--- config.mk ---
export PLATFORM = sky130hd
export DESIGN_NAME = shift_accum
export DESIGN_NICKNAME = d
export VERILOG_FILES = /design/src/rtl/shift_pkg.sv /design/src/rtl/shift_accum_sat_add.sv /design/src/rtl/shift_accum.sv
export SDC_FILE = /design/constraint.sdc
export NUM_CORES = 1
export LEC_CHECK = 0
export ABC_CLOCK_PERIOD_IN_PS = 3100
export CAP_MARGIN = 20
export CORE_MARGIN = 3
export CORE_UTILIZATION = 30
export DETAILED_ROUTE_END_ITERATION = 7
export HOLD_SLACK_MARGIN = 0.06
export SETUP_SLACK_MARGIN = 0.5
export SLEW_MARGIN = 25
export SYNTH_ARGS = -nofsm -noshare
export SYNTH_HDL_FRONTEND = slang
export SYNTH_SLANG_ARGS = --single-unit
--- constraint.sdc ---
create_clock -name clk -period 3.1 [get_ports clk]
set_input_delay 0.465 -clock clk [delete_from_list [all_inputs] [get_ports clk]]
set_output_delay 0.465 -clock clk [all_outputs]
set_load 0.01 [all_outputs]
--- src/rtl/shift_pkg.sv ---
// Shared types and saturation limits for the shift/accumulate datapath.
// Latency: none (package only).
// Backpressure: not applicable.
package shift_pkg;

  // Defaults match the arithmetic_shift output width and a modest accumulator.
  localparam int DEF_DATA_W = 8;
  localparam int DEF_ACC_W  = 12;

  typedef enum logic {
    ACCUM = 1'b0,
    HOLD  = 1'b1
  } state_t;

  // Largest value a signed w-bit number can hold.
  function automatic int max_s(input int w);
    return (1 << (w - 1)) - 1;
  endfunction

  // Smallest value a signed w-bit number can hold.
  function automatic int min_s(input int w);
    return -(1 << (w - 1));
  endfunction

endpackage

--- src/rtl/shift_accum_sat_add.sv ---
// Saturating signed add of a DATA_W sample into an ACC_W accumulator value.
// Latency: combinational.
// Backpressure: not applicable; pure function of its inputs.
module sat_add
  import shift_pkg::*;
#(
  parameter int DATA_W = DEF_DATA_W,
  parameter int ACC_W  = DEF_ACC_W
) (
  input  logic signed [ACC_W-1:0]  a,
  input  logic signed [DATA_W-1:0] b,
  output logic signed [ACC_W-1:0]  sum,
  output logic                     clamp
);

  // One extra bit of headroom so the true sum of two in-range operands is exact.
  localparam logic signed [ACC_W:0] WIDE_MAX = (ACC_W + 1)'(max_s(ACC_W));
  localparam logic signed [ACC_W:0] WIDE_MIN = (ACC_W + 1)'(min_s(ACC_W));

  logic signed [ACC_W:0] a_ext;
  logic signed [ACC_W:0] b_ext;
  logic signed [ACC_W:0] wide;

  assign a_ext = {a[ACC_W-1], a};
  assign b_ext = {{(ACC_W + 1 - DATA_W){b[DATA_W-1]}}, b};
  assign wide  = a_ext + b_ext;

  // Clamp the exact sum back into ACC_W signed range and flag when that happened.
  always_comb begin
    sum   = wide[ACC_W-1:0];
    clamp = 1'b0;
    if (wide > WIDE_MAX) begin
      sum   = WIDE_MAX[ACC_W-1:0];
      clamp = 1'b1;
    end else if (wide < WIDE_MIN) begin
      sum   = WIDE_MIN[ACC_W-1:0];
      clamp = 1'b1;
    end
  end

endmodule

--- src/rtl/shift_accum.sv ---
// Sums BLOCK_LEN signed samples into a saturating accumulator and presents the block sum.
// Latency: out_valid rises the cycle after the last sample; BLOCK_LEN+1 cycles per block.
// Backpressure: in_ready drops while a sum is held; sum/sat held stable until out_ready.
module shift_accum
  import shift_pkg::*;
#(
  parameter int DATA_W    = DEF_DATA_W,
  parameter int ACC_W     = DEF_ACC_W,
  parameter int BLOCK_LEN = 4,
  parameter int CNT_W     = 4
) (
  input  logic                     clk,
  input  logic                     rst_n,
  input  logic                     clear,
  input  logic                     in_valid,
  output logic                     in_ready,
  input  logic signed [DATA_W-1:0] in_data,
  output logic                     out_valid,
  input  logic                     out_ready,
  output logic signed [ACC_W-1:0]  out_sum,
  output logic                     out_sat
);

  localparam logic [CNT_W-1:0] LAST = CNT_W'(BLOCK_LEN - 1);

  state_t                   state, state_nxt;
  logic signed [ACC_W-1:0]  acc, acc_nxt;
  logic [CNT_W-1:0]         cnt, cnt_nxt;
  logic                     sat, sat_nxt;
  logic signed [ACC_W-1:0]  add_sum;
  logic                     add_clamp;

  sat_add #(
    .DATA_W (DATA_W),
    .ACC_W  (ACC_W)
  ) u_sat_add (
    .a     (acc),
    .b     (in_data),
    .sum   (add_sum),
    .clamp (add_clamp)
  );

  // Handshake outputs come from state only, so nothing combinational crosses in->out.
  assign in_ready  = (state == ACCUM);
  assign out_valid = (state == HOLD);
  assign out_sum   = out_valid ? acc : '0;
  assign out_sat   = out_valid & sat;

  // Next-state and datapath updates; clear overrides whatever the FSM would do.
  always_comb begin
    state_nxt = state;
    acc_nxt   = acc;
    cnt_nxt   = cnt;
    sat_nxt   = sat;
    case (state)
      ACCUM: begin
        if (in_valid) begin
          acc_nxt = add_sum;
          sat_nxt = sat | add_clamp;
          if (cnt == LAST) begin
            cnt_nxt   = '0;
            state_nxt = HOLD;
          end else begin
            cnt_nxt = cnt + CNT_W'(1);
          end
        end
      end
      HOLD: begin
        // Samples offered here are ignored; they are taken once back in ACCUM.
        if (out_ready) begin
          acc_nxt   = '0;
          sat_nxt   = 1'b0;
          state_nxt = ACCUM;
        end
      end
    endcase
    if (clear) begin
      state_nxt = ACCUM;
      acc_nxt   = '0;
      cnt_nxt   = '0;
      sat_nxt   = 1'b0;
    end
  end

  // State, accumulator, counter and sticky saturation registers.
  always_ff @(posedge clk or negedge rst_n) begin
    if (!rst_n) begin
      state <= ACCUM;
      acc   <= '0;
      cnt   <= '0;
      sat   <= 1'b0;
    end else begin
      state <= state_nxt;
      acc   <= acc_nxt;
      cnt   <= cnt_nxt;
      sat   <= sat_nxt;
    end
  end

endmodule

# Word level (Yosys, flattened, before mapping)
# Cells that the tools add are included.
dict set report word_totals {
  register_bits 18
  out_inout_bits 15
  n_memories 0
  mem_bits_ro 0
  ram_bits 0
  latchBits 0
  elab_cells 40
}
dict set report classes {
  muxes 22
  div_mod_pow 0
  bitwise_logic 3
  reduce_logical 3
  n_lt_le_gt_ge 2
  n_eq_ne 4
  addsub 2
  shift 0
  multipliers 0
}
# cell n
set op_table {}
lappend op_table {{2-to-1 mux 12 bit} 6}
lappend op_table {{one-hot mux 12 bit (2 select lines)} 1}
lappend op_table {{2-to-1 mux 4 bit} 4}
lappend op_table {{adder 12 x 8 -> 13 bit} 1}
lappend op_table {{> comparator 13 x 12 -> 1 bit, second input constant} 1}
lappend op_table {{less-than comparator 13 x 12 -> 1 bit, second input constant} 1}
lappend op_table {{2-to-1 mux 1 bit} 9}
lappend op_table {{inequality test 3 bit, second input constant} 2}
lappend op_table {{adder 4 x 1 -> 4 bit, second input constant} 1}
lappend op_table {{== test 4 x 2 -> 1 bit, second input constant} 1}
lappend op_table {{one-hot mux 1 bit (2 select lines)} 2}
lappend op_table {{AND reduction 2 bit} 2}
lappend op_table {{inequality test 2 bit, second input constant} 1}
lappend op_table {{nonzero test 2 bit} 1}
lappend op_table {{AND 1 bit} 1}
lappend op_table {{inverter 1 bit} 1}
lappend op_table {{bitwise OR 1 bit} 1}

# Depth between registers and ports, before layout
# Gate-level depths: netlist of the first run.
dict set report depth {
  ltp_word 8
  mapped_depth 9
  depth_no_buf 9
}

# Cells and area by module
# A second synthesis of the first run with hierarchy kept.
dict set report unflattened {
  hier_cells 218
  area_unflattened_um2 1889.3
}
# module n_inst area_per_inst_um2 seq_area_each_um2 cells_per_inst
set modules_own_cells {}
lappend modules_own_cells {shift_accum 1 977.2 450.4 87}
lappend modules_own_cells {sat_add 1 912.1 0.0 131}

# Least setup slack after synthesis of the first run
# No wires, ideal clock.
dict set report synth_path {
  path_type {input-to-reg}
  start {in in_data[0]}
  end {reg acc[5]}
  stages 9
  path_slack_ns 0.762
  setup_time_ns 0.067
  arrival_ns 2.271
  required_time_ns 3.033
  path_cell_list {ha_1 -> inv_1 -> fa_1 -> nand2b_1 -> a21oi_1 -> o21a_1 -> nor3_2 -> a211oi_4 -> a221o_1}
}
dict set report synth_via {
  elab_chain_len 7
}
# item line
set synth_lines {}
lappend synth_lines {{start, declared} shift_accum.sv:17} ;# input logic signed [DATA_W-1:0] in_data,
lappend synth_lines {{adder 12 x 8 -> 13 bit *} shift_accum_sat_add.sv:26} ;# assign wide = a_ext + b_ext;
lappend synth_lines {{less-than comparator 13 x 12 -> 1 bit} shift_accum_sat_add.sv:35} ;# end else if (wide < WIDE_MIN) begin
lappend synth_lines {{2-to-1 mux 12 bit} shift_accum_sat_add.sv:35}
lappend synth_lines {{2-to-1 mux 12 bit *} shift_accum_sat_add.sv:32} ;# if (wide > WIDE_MAX) begin
lappend synth_lines {{2-to-1 mux 12 bit *} shift_accum.sv:57} ;# if (in_valid) begin
lappend synth_lines {{one-hot mux 12 bit (2 select lines) *} shift_accum.sv:55} ;# case (state)
lappend synth_lines {{2-to-1 mux 12 bit *} shift_accum.sv:77} ;# if (clear) begin
lappend synth_lines {{end signal, assigned} shift_accum.sv:94} ;# acc <= acc_nxt;
lappend synth_lines {{end, declared} shift_accum.sv:27} ;# logic signed [ACC_W-1:0] acc, acc_nxt;
# Mark *: on every way between the ends. The rest lies on a longest branch, timed or not. The select of a mux whose other input is x is not followed.
# A chain may end at the register's enable or synchronous reset.

# Final worst setup path of the first run
dict set report layout_path {
  start {in in_data[0]}
  end {reg acc[6]}
}
# Same word-level chain as after synthesis.

==> flow_summary.yaml, run 1 <==
yosys:
  synth.distinct_cells: 45
  syn-num-nets: 180
  seq_area_frac_synth: 0.312
  syn_inst: 153
  synth_edf_count: 0
  synth.top_cell.area_share: 0.312
  synth_top_cell_by_area: "dfrtp_1"
  async_reset_ff_frac: 1.00
  synth.avg_cell_area_um2: 9.45
  synth_area_mm2: 0.00145
  ys.flop_type: "dfrtp_1"
  synth_seq_cells: 18
  synth_warnings: 0
  synth_area_leaders: "dfrtp_1, ha_1, a221o_1"
placement:
  gp_congestion: 0.868
  place_inst: 230
  dp_hpwl_um: 2720
  io_buffers: 27
final_layout:
  drive_gt1_frac: 0.168
  regArea_um2: 450
  n_antenna_cell: 0
  multi_input_area_mm2: 0.00105
  final_net_count: 213
  fin_cells: 237
  postLayoutCoreUtil: 0.440
  fillers: 450
  areaGrowthSynthToFinish_pct: 37.1
clock_tree:
  clk_path_buf_depth: 2
  htreeDepth: 1
  worstSkewPairLatency_ns: 0.25
  cts_buffers: 3
  cts_num_sinks: 18
  clock-root-buffer: "clkbuf_8"
  cts_tree: "built"
  clk_pin_slew_ns: 0.07
  cts_hold_buf: 0
routing:
  ant_nets: 0
  viasPerCell: 5.36
  drc: 0
  via_count: 1271
  first_iter_violations: 62
  dr.pass1.iters: 4
  drt_wl_total_um: 3480
  routedWlPerCell_um: 14.7
timing:
  finalCriticalPeriod_ns: 2.52
  slew_viol_final: 0
  worst_slew_pin_slew_ns: 0.783
  period_share: 0.814
  hold_violations: 0
  skew_ns: 0.00187
  finalSetupTns_ns: 0
  rsz0062_at_grt: "no"
  max_slew_margin: 0.477
  max_freq_mhz: 396
  setup_violations: 0
die:
  coreArea_mm2: 0.00450
  die-area_mm2: 0.00569
  initial_core_util: 0.321
  row_count: 24
  die_y_um: 75.4
  die_width_um: 75.4
  boundaryPins: 28
pwr:
  p_per_area_mw_per_mm2: 681
  ir_worst_vdd_mv: 0.187
  p_leak_nw: 0.830
  p_total_mw: 1.35
critical_path:
  arrival_ns: 2.67
  critPathTopFamily: "simple AND/OR/NAND/NOR gates"
  cp-start-kind: "input pin"
  cp-end-kind: "register"
  cp_slowest_cell: "clkdlybuf4s50_1"
  worstPathRequired_ns: 3.25
  worstPathCellList: "clkdlybuf4s50_1, ha_2, inv_1, fa_2, nand2b_4, a21oi_4, o21a_2, nor3_4, or3_1, a22o_1"
  crit_fanout: 4
  worstSetupPathType: "in -> reg"
  path_buf_inv: 2
  max_stage_delay_ns: 0.47
global_routing:
  grt_pass1_vias: 1226
  antenna_found_initial: 0
  grt_max_degree: 19
  gr-total-overflow: 0
  grt_pass1_wl_um: 5660
  grtUsageTotal: 0.128
job:
  maxCapViolCount: 0
worst_hold_path:
  hp-class: "reg -> reg"
outcome:
  outcome: "finished, final reports clean"
kinds of logic (layout without fill, tap and decap cells):
logic type / after synthesis / in the layout / synth area share
AO/OA/AOI/OAI: 50 / 50 / 0.275
XOR/XNOR: 10 / 10 / 0.0606
adder cells (fa/ha/maj): 14 / 14 / 0.126
buffers and inverters: 13 / 45 / 0.0346
flip-flops: 18 / 18 / 0.312
multiplexers: 2 / 2 / 0.0139
AND/OR/NAND/NOR: 46 / 46 / 0.177
area by class of cell:
cell class,instances,area share
Clock buffer,4,0.0278
Inverter,8,0.0152
Multi-Input combinational cell,122,0.530
Sequential cell,18,0.227
Tap cell,52,0.0328
Timing Repair Buffer,33,0.167
final timing paths:
| check | from | to | slack, ns | cells after the start |
|---|---|---|---|---|
| hold reg to reg | acc[11]$_DFFE_PN0P_ | acc[11]$_DFFE_PN0P_ | 0.53 | 2 |
| max in group asynchronous | rst_n | acc[2]$_DFFE_PN0P_ | 1.95 | 1 |
| setup reg to reg | acc[9]$_DFFE_PN0P_ | acc[1]$_DFFE_PN0P_ | 0.80 | 9 |
| hold / removal | acc[11]$_DFFE_PN0P_ | acc[11]$_DFFE_PN0P_ | 0.53 | 2 |
| setup / recovery | in_data[0] | acc[6]$_DFFE_PN0P_ | 0.58 | 10 |
| min in group asynchronous | rst_n | cnt[3]$_DFFE_PN0P_ | 0.66 | 1 |
per-layer routing:
metal,global-route usage,routed length [um],vias to the layer above
li1,-,-,633
met1,0.174,1690,605
met2,0.211,1650,29
met3,0.00792,84,4
met4,0.0524,61,0
met5,0,0,-
stage by stage:
step | worst slack, ns | hold slack, ns | area [um^2]
floorplan | 0.762 | 0.169 | 1450
global placement | 0.179 | 0.521 | 1800
detailed placement | 0.130 | 0.519 | 1800
CTS | 0.514 | 0.534 | 1890
global route | 0.499 | 0.573 | 1980
finish | 0.576 | 0.529 | 1980
Yosys cell counts (2+ instances only):
| cell type | instances |
|---|---|
| o211ai_1 | 2 |
| inv_1 | 8 |
| nor2_1 | 9 |
| nand2b_1 | 3 |
| xnor2_1 | 6 |
| clkbuf_1 | 3 |
| nand4_1 | 2 |
| dfrtp_1 | 18 |
| o21a_1 | 3 |
| a21oi_1 | 12 |
| ha_1 | 13 |
| mux2i_1 | 2 |
| o211ai_2 | 2 |
| a221o_1 | 9 |
| or3_1 | 2 |
| nor2b_1 | 2 |
| and2_1 | 11 |
| xor2_1 | 4 |
| nand2_1 | 10 |
| o21ai_0 | 7 |
tightest hold or removal path, cell delays in order (launching register included):
cell     delay [ns]
dfrtp_1        0.38
nand2_1        0.05
o21ai_0        0.06
placed cells by master, fill, tap and decap left out, types with 2 or more instances in the layout:
| master | instances |
|---|---|
| o21ai_1 | 2 |
| nor2_1 | 9 |
| ha_1 | 6 |
| xor2_1 | 4 |
| nor2b_1 | 2 |
| and2_1 | 11 |
| a21oi_4 | 2 |
| nand2b_1 | 2 |
| clkbuf_8 | 4 |
| o21a_1 | 2 |
| a21oi_1 | 11 |
| buf_4 | 5 |
| clkdlybuf4s50_1 | 24 |
| ha_4 | 5 |
| o21ai_0 | 6 |
| xnor2_1 | 6 |
| nand4_1 | 2 |
| or3_1 | 2 |
| inv_1 | 8 |
| nand2_1 | 10 |
| o211ai_2 | 2 |
| a221o_1 | 9 |
| dlymetal6s2s_1 | 2 |
| dfrtp_1 | 18 |
| o211ai_1 | 2 |
| mux2i_1 | 2 |
| ha_2 | 2 |
power by group:
group          total (mW)  leakage, nW  internal, mW  switching (mW)
Sequential          0.377        0.241         0.302          0.0749
Combinational       0.781        0.560         0.385           0.396
Clock               0.192       0.0288         0.113          0.0789
Total                1.35        0.830         0.800           0.550
sequential cells by signal, summed over array words and instances, names as in the netlist:
register	cells
acc	12
cnt	4
out_valid	1
sat	1
what timing repair did:
| item | CTS | global route |
|---|---|---|
| pin swaps | 1 | 11 |
| gates cloned | 0 | 0 |
| setup endpoints to repair | 12 | 12 |
| setup buffers | 2 | 1 |
| gates resized for setup | 8 | 12 |
| hold endpoints to repair | 0 | 0 |
No activity file was read; power rests on OpenSTA's default activity.
==> run 2, diff against run 1 <==
--- a/config.mk
+++ b/config.mk
@@ -5,7 +5,7 @@
 export SDC_FILE = /design/constraint.sdc
 export NUM_CORES = 1
 export LEC_CHECK = 0
-export ABC_CLOCK_PERIOD_IN_PS = 3100
+export ABC_CLOCK_PERIOD_IN_PS = 2500
 export CAP_MARGIN = 20
 export CORE_MARGIN = 3
 export CORE_UTILIZATION = 30
==> constraint.sdc (replaced) <==
create_clock -name clk -period 2.5 [get_ports clk]
set_input_delay 0.375 -clock clk [delete_from_list [all_inputs] [get_ports clk]]
set_output_delay 0.375 -clock clk [all_outputs]
set_load 0.01 [all_outputs]
==> run 2 against run 1 <==
  * Worst hold slack improved by 0.0012 ns
  * Critical path depth unchanged
  * Non-clock buffer count increased by 26
  * Setup slack got worse by 0.33 ns
  * Sequential power increased by 29%
==> flow_summary.yaml, run 2 (synthesis results as in run 1) <==
outcome:
  outcome: "finished, final reports clean"
final_layout:
  layout_commonest_cell: "buf_4"
  final_net_count: 240
  top_regs: "acc (12), cnt (4)"
  most-common-layout-cells: "buf_4, clkdlybuf4s50_1, dfrtp_1"
  drive_gt1_frac: 0.354
  areaGrowthSynthToFinish_pct: 60.0
  regMostFlops: "acc"
  n_antenna_cell: 0
  largest_reg_flops: 12
critical_path:
  crit_fanout: 3
  cp-start-kind: "register"
  cp_slowest_cell: "dfrtp_1"
  worstPathRequired_ns: 2.64
  critPathLaunch: "acc[0]$_DFFE_PN0P_"
  worstSetupPathType: "reg -> reg"
  max_stage_delay_ns: 0.39
  r2r-start: "acc[0]$_DFFE_PN0P_"
  cp-end-kind: "register"
  worstPathCellList: "ha_4, inv_2, fa_2, nand2b_4, a21oi_4, o21a_4, nor3_4, buf_4, or3_1, a22o_1"
  arrival_ns: 2.40
placement:
  io_buffers: 27
  gp_congestion: 0.879
  dp_hpwl_um: 3170
die:
  die_y_um: 75.4
  boundaryPins: 28
  coreArea_mm2: 0.00450
  die-area_mm2: 0.00569
  die_width_um: 75.4
  initial_core_util: 0.321
  row_count: 24
timing:
  period_share: 0.903
  max_freq_mhz: 443
  rsz0062_at_grt: "yes"
  finalCriticalPeriod_ns: 2.26
  finalSetupTns_ns: 0
  max_slew_margin: 0.477
  hold_ws_ns: 0.530
  slew_viol_final: 0
  setup_violations: 0
  skew_ns: 0.00342
  hold_violations: 0
  worst_slew_pin_slew_ns: 0.782
pwr:
  netSwitchingFraction: 0.403
  p_clk_frac: 0.115
  ir_worst_vdd_mv: 0.435
  p_leak_nw: 0.964
  power_frac_seq: 0.237
  p_switching_mw: 0.829
  p_total_mw: 2.06
  p_per_area_mw_per_mm2: 889
  combinationalPowerShare: 0.648
  p_int_mw: 1.23
routing:
  viasPerCell: 5.30
  via_count: 1400
  routedWlPerCell_um: 16.1
  first_iter_violations: 57
  drc: 0
  ant_nets: 0
  drt_wl_total_um: 4260
  dr.pass1.iters: 4
clock_tree:
  clk_path_buf_depth: 2
  cts_num_sinks: 18
  cts_buffers: 3
  clk_pin_slew_ns: 0.07
  worstSkewPairLatency_ns: 0.25
  cts_tree: "built"
  htreeDepth: 1
  cts_hold_buf: 0
  clock-root-buffer: "clkbuf_8"
global_routing:
  grt_max_degree: 19
  gr-total-overflow: 0
  grtUsageTotal: 0.155
  grt_pass1_vias: 1416
  grt_pass1_wl_um: 6770
  antenna_found_initial: 0
worst_hold_path:
  hold_start: "sat$_DFFE_PN0P_"
  hp-class: "reg -> reg"
job:
  maxCapViolCount: 0
==> run 2: cell count changes in the layout (fill, tap and decap cells not counted), moves of 3 or more <==
cell / change
dlygate4sd2_1: +6
a21oi_1: -3
clkdlybuf4s50_1: -5
o21ai_2: +3
ha_1: -3
ha_4: +5
a21oi_2: +3
buf_6: +3
buf_4: +23
==> run 2: worst paths after layout <==
path | to | slack, ns | depth (start not counted)
max reg2reg | acc[6]$_DFFE_PN0P_ | 0.24 | 10
min | sat$_DFFE_PN0P_ | 0.53 | 2
max | acc[6]$_DFFE_PN0P_ | 0.24 | 10
min reg2reg | sat$_DFFE_PN0P_ | 0.53 | 2
min in group asynchronous | acc[1]$_DFFE_PN0P_ | 0.58 | 1
max in group asynchronous | acc[5]$_DFFE_PN0P_ | 1.38 | 1
==> run 2: metal layers <==
layer | global-route usage | routed length (um)
met1 | 0.211 | 1980
met5 | 0 | 0
met2 | 0.265 | 2140
met4 | 0.0466 | 30
met3 | 0.00792 | 103
==> run 2: what timing repair did <==
action                                  CTS  global route
resized for setup                        29            11
endpoints found under the setup margin   26            15
endpoints found under the hold margin     0             0
buffers inserted                          5             3
cloned                                    1             0
pin swaps                                13             8
==> run 2: layout make-up <==
cell class                      count  area [um^2]
Multi-Input combinational cell    123         1180
Inverter                            8         30.0
Clock buffer                        4         55.1
Timing Repair Buffer               59          527
Fill cell                         412         2190
Sequential cell                    18          453
Tap cell                           52         65.1
==> run 2: power by group through the flow <==
stage          Combinational [mW]  Clock, mW  Sequential, mW
6_report                     1.33      0.237           0.486
5_1_grt                      1.46      0.251           0.501
4_1_cts                      1.26      0.236           0.487
3_5_place_dp                 1.09          0           0.468
3_3_place_gp                 1.06          0           0.469
2_1_floorplan               0.716          0           0.429
==> run 2: worst max-delay path, delay by kind of cell, from the launching register on <==
| family | cells | cell delay (ns) |
|---|---|---|
| simple gates | 3 | 0.55 |
| fa+ha+maj | 2 | 0.52 |
| compound gates | 3 | 0.49 |
| flops | 1 | 0.39 |
| buf+inv | 2 | 0.18 |
==> run 2: per-stage QoR <==
step,cell area [um^2],instances,utilization,setup slack (ns)
2_1_floorplan,1500,153,-,0.426
5_1_grt,2310,264,0.513,0.162
3_5_place_dp,2000,251,0.444,-0.338
6_report,2310,264,0.513,0.243
4_1_cts,2220,261,0.494,0.222
3_3_place_gp,2000,251,0.444,-0.259
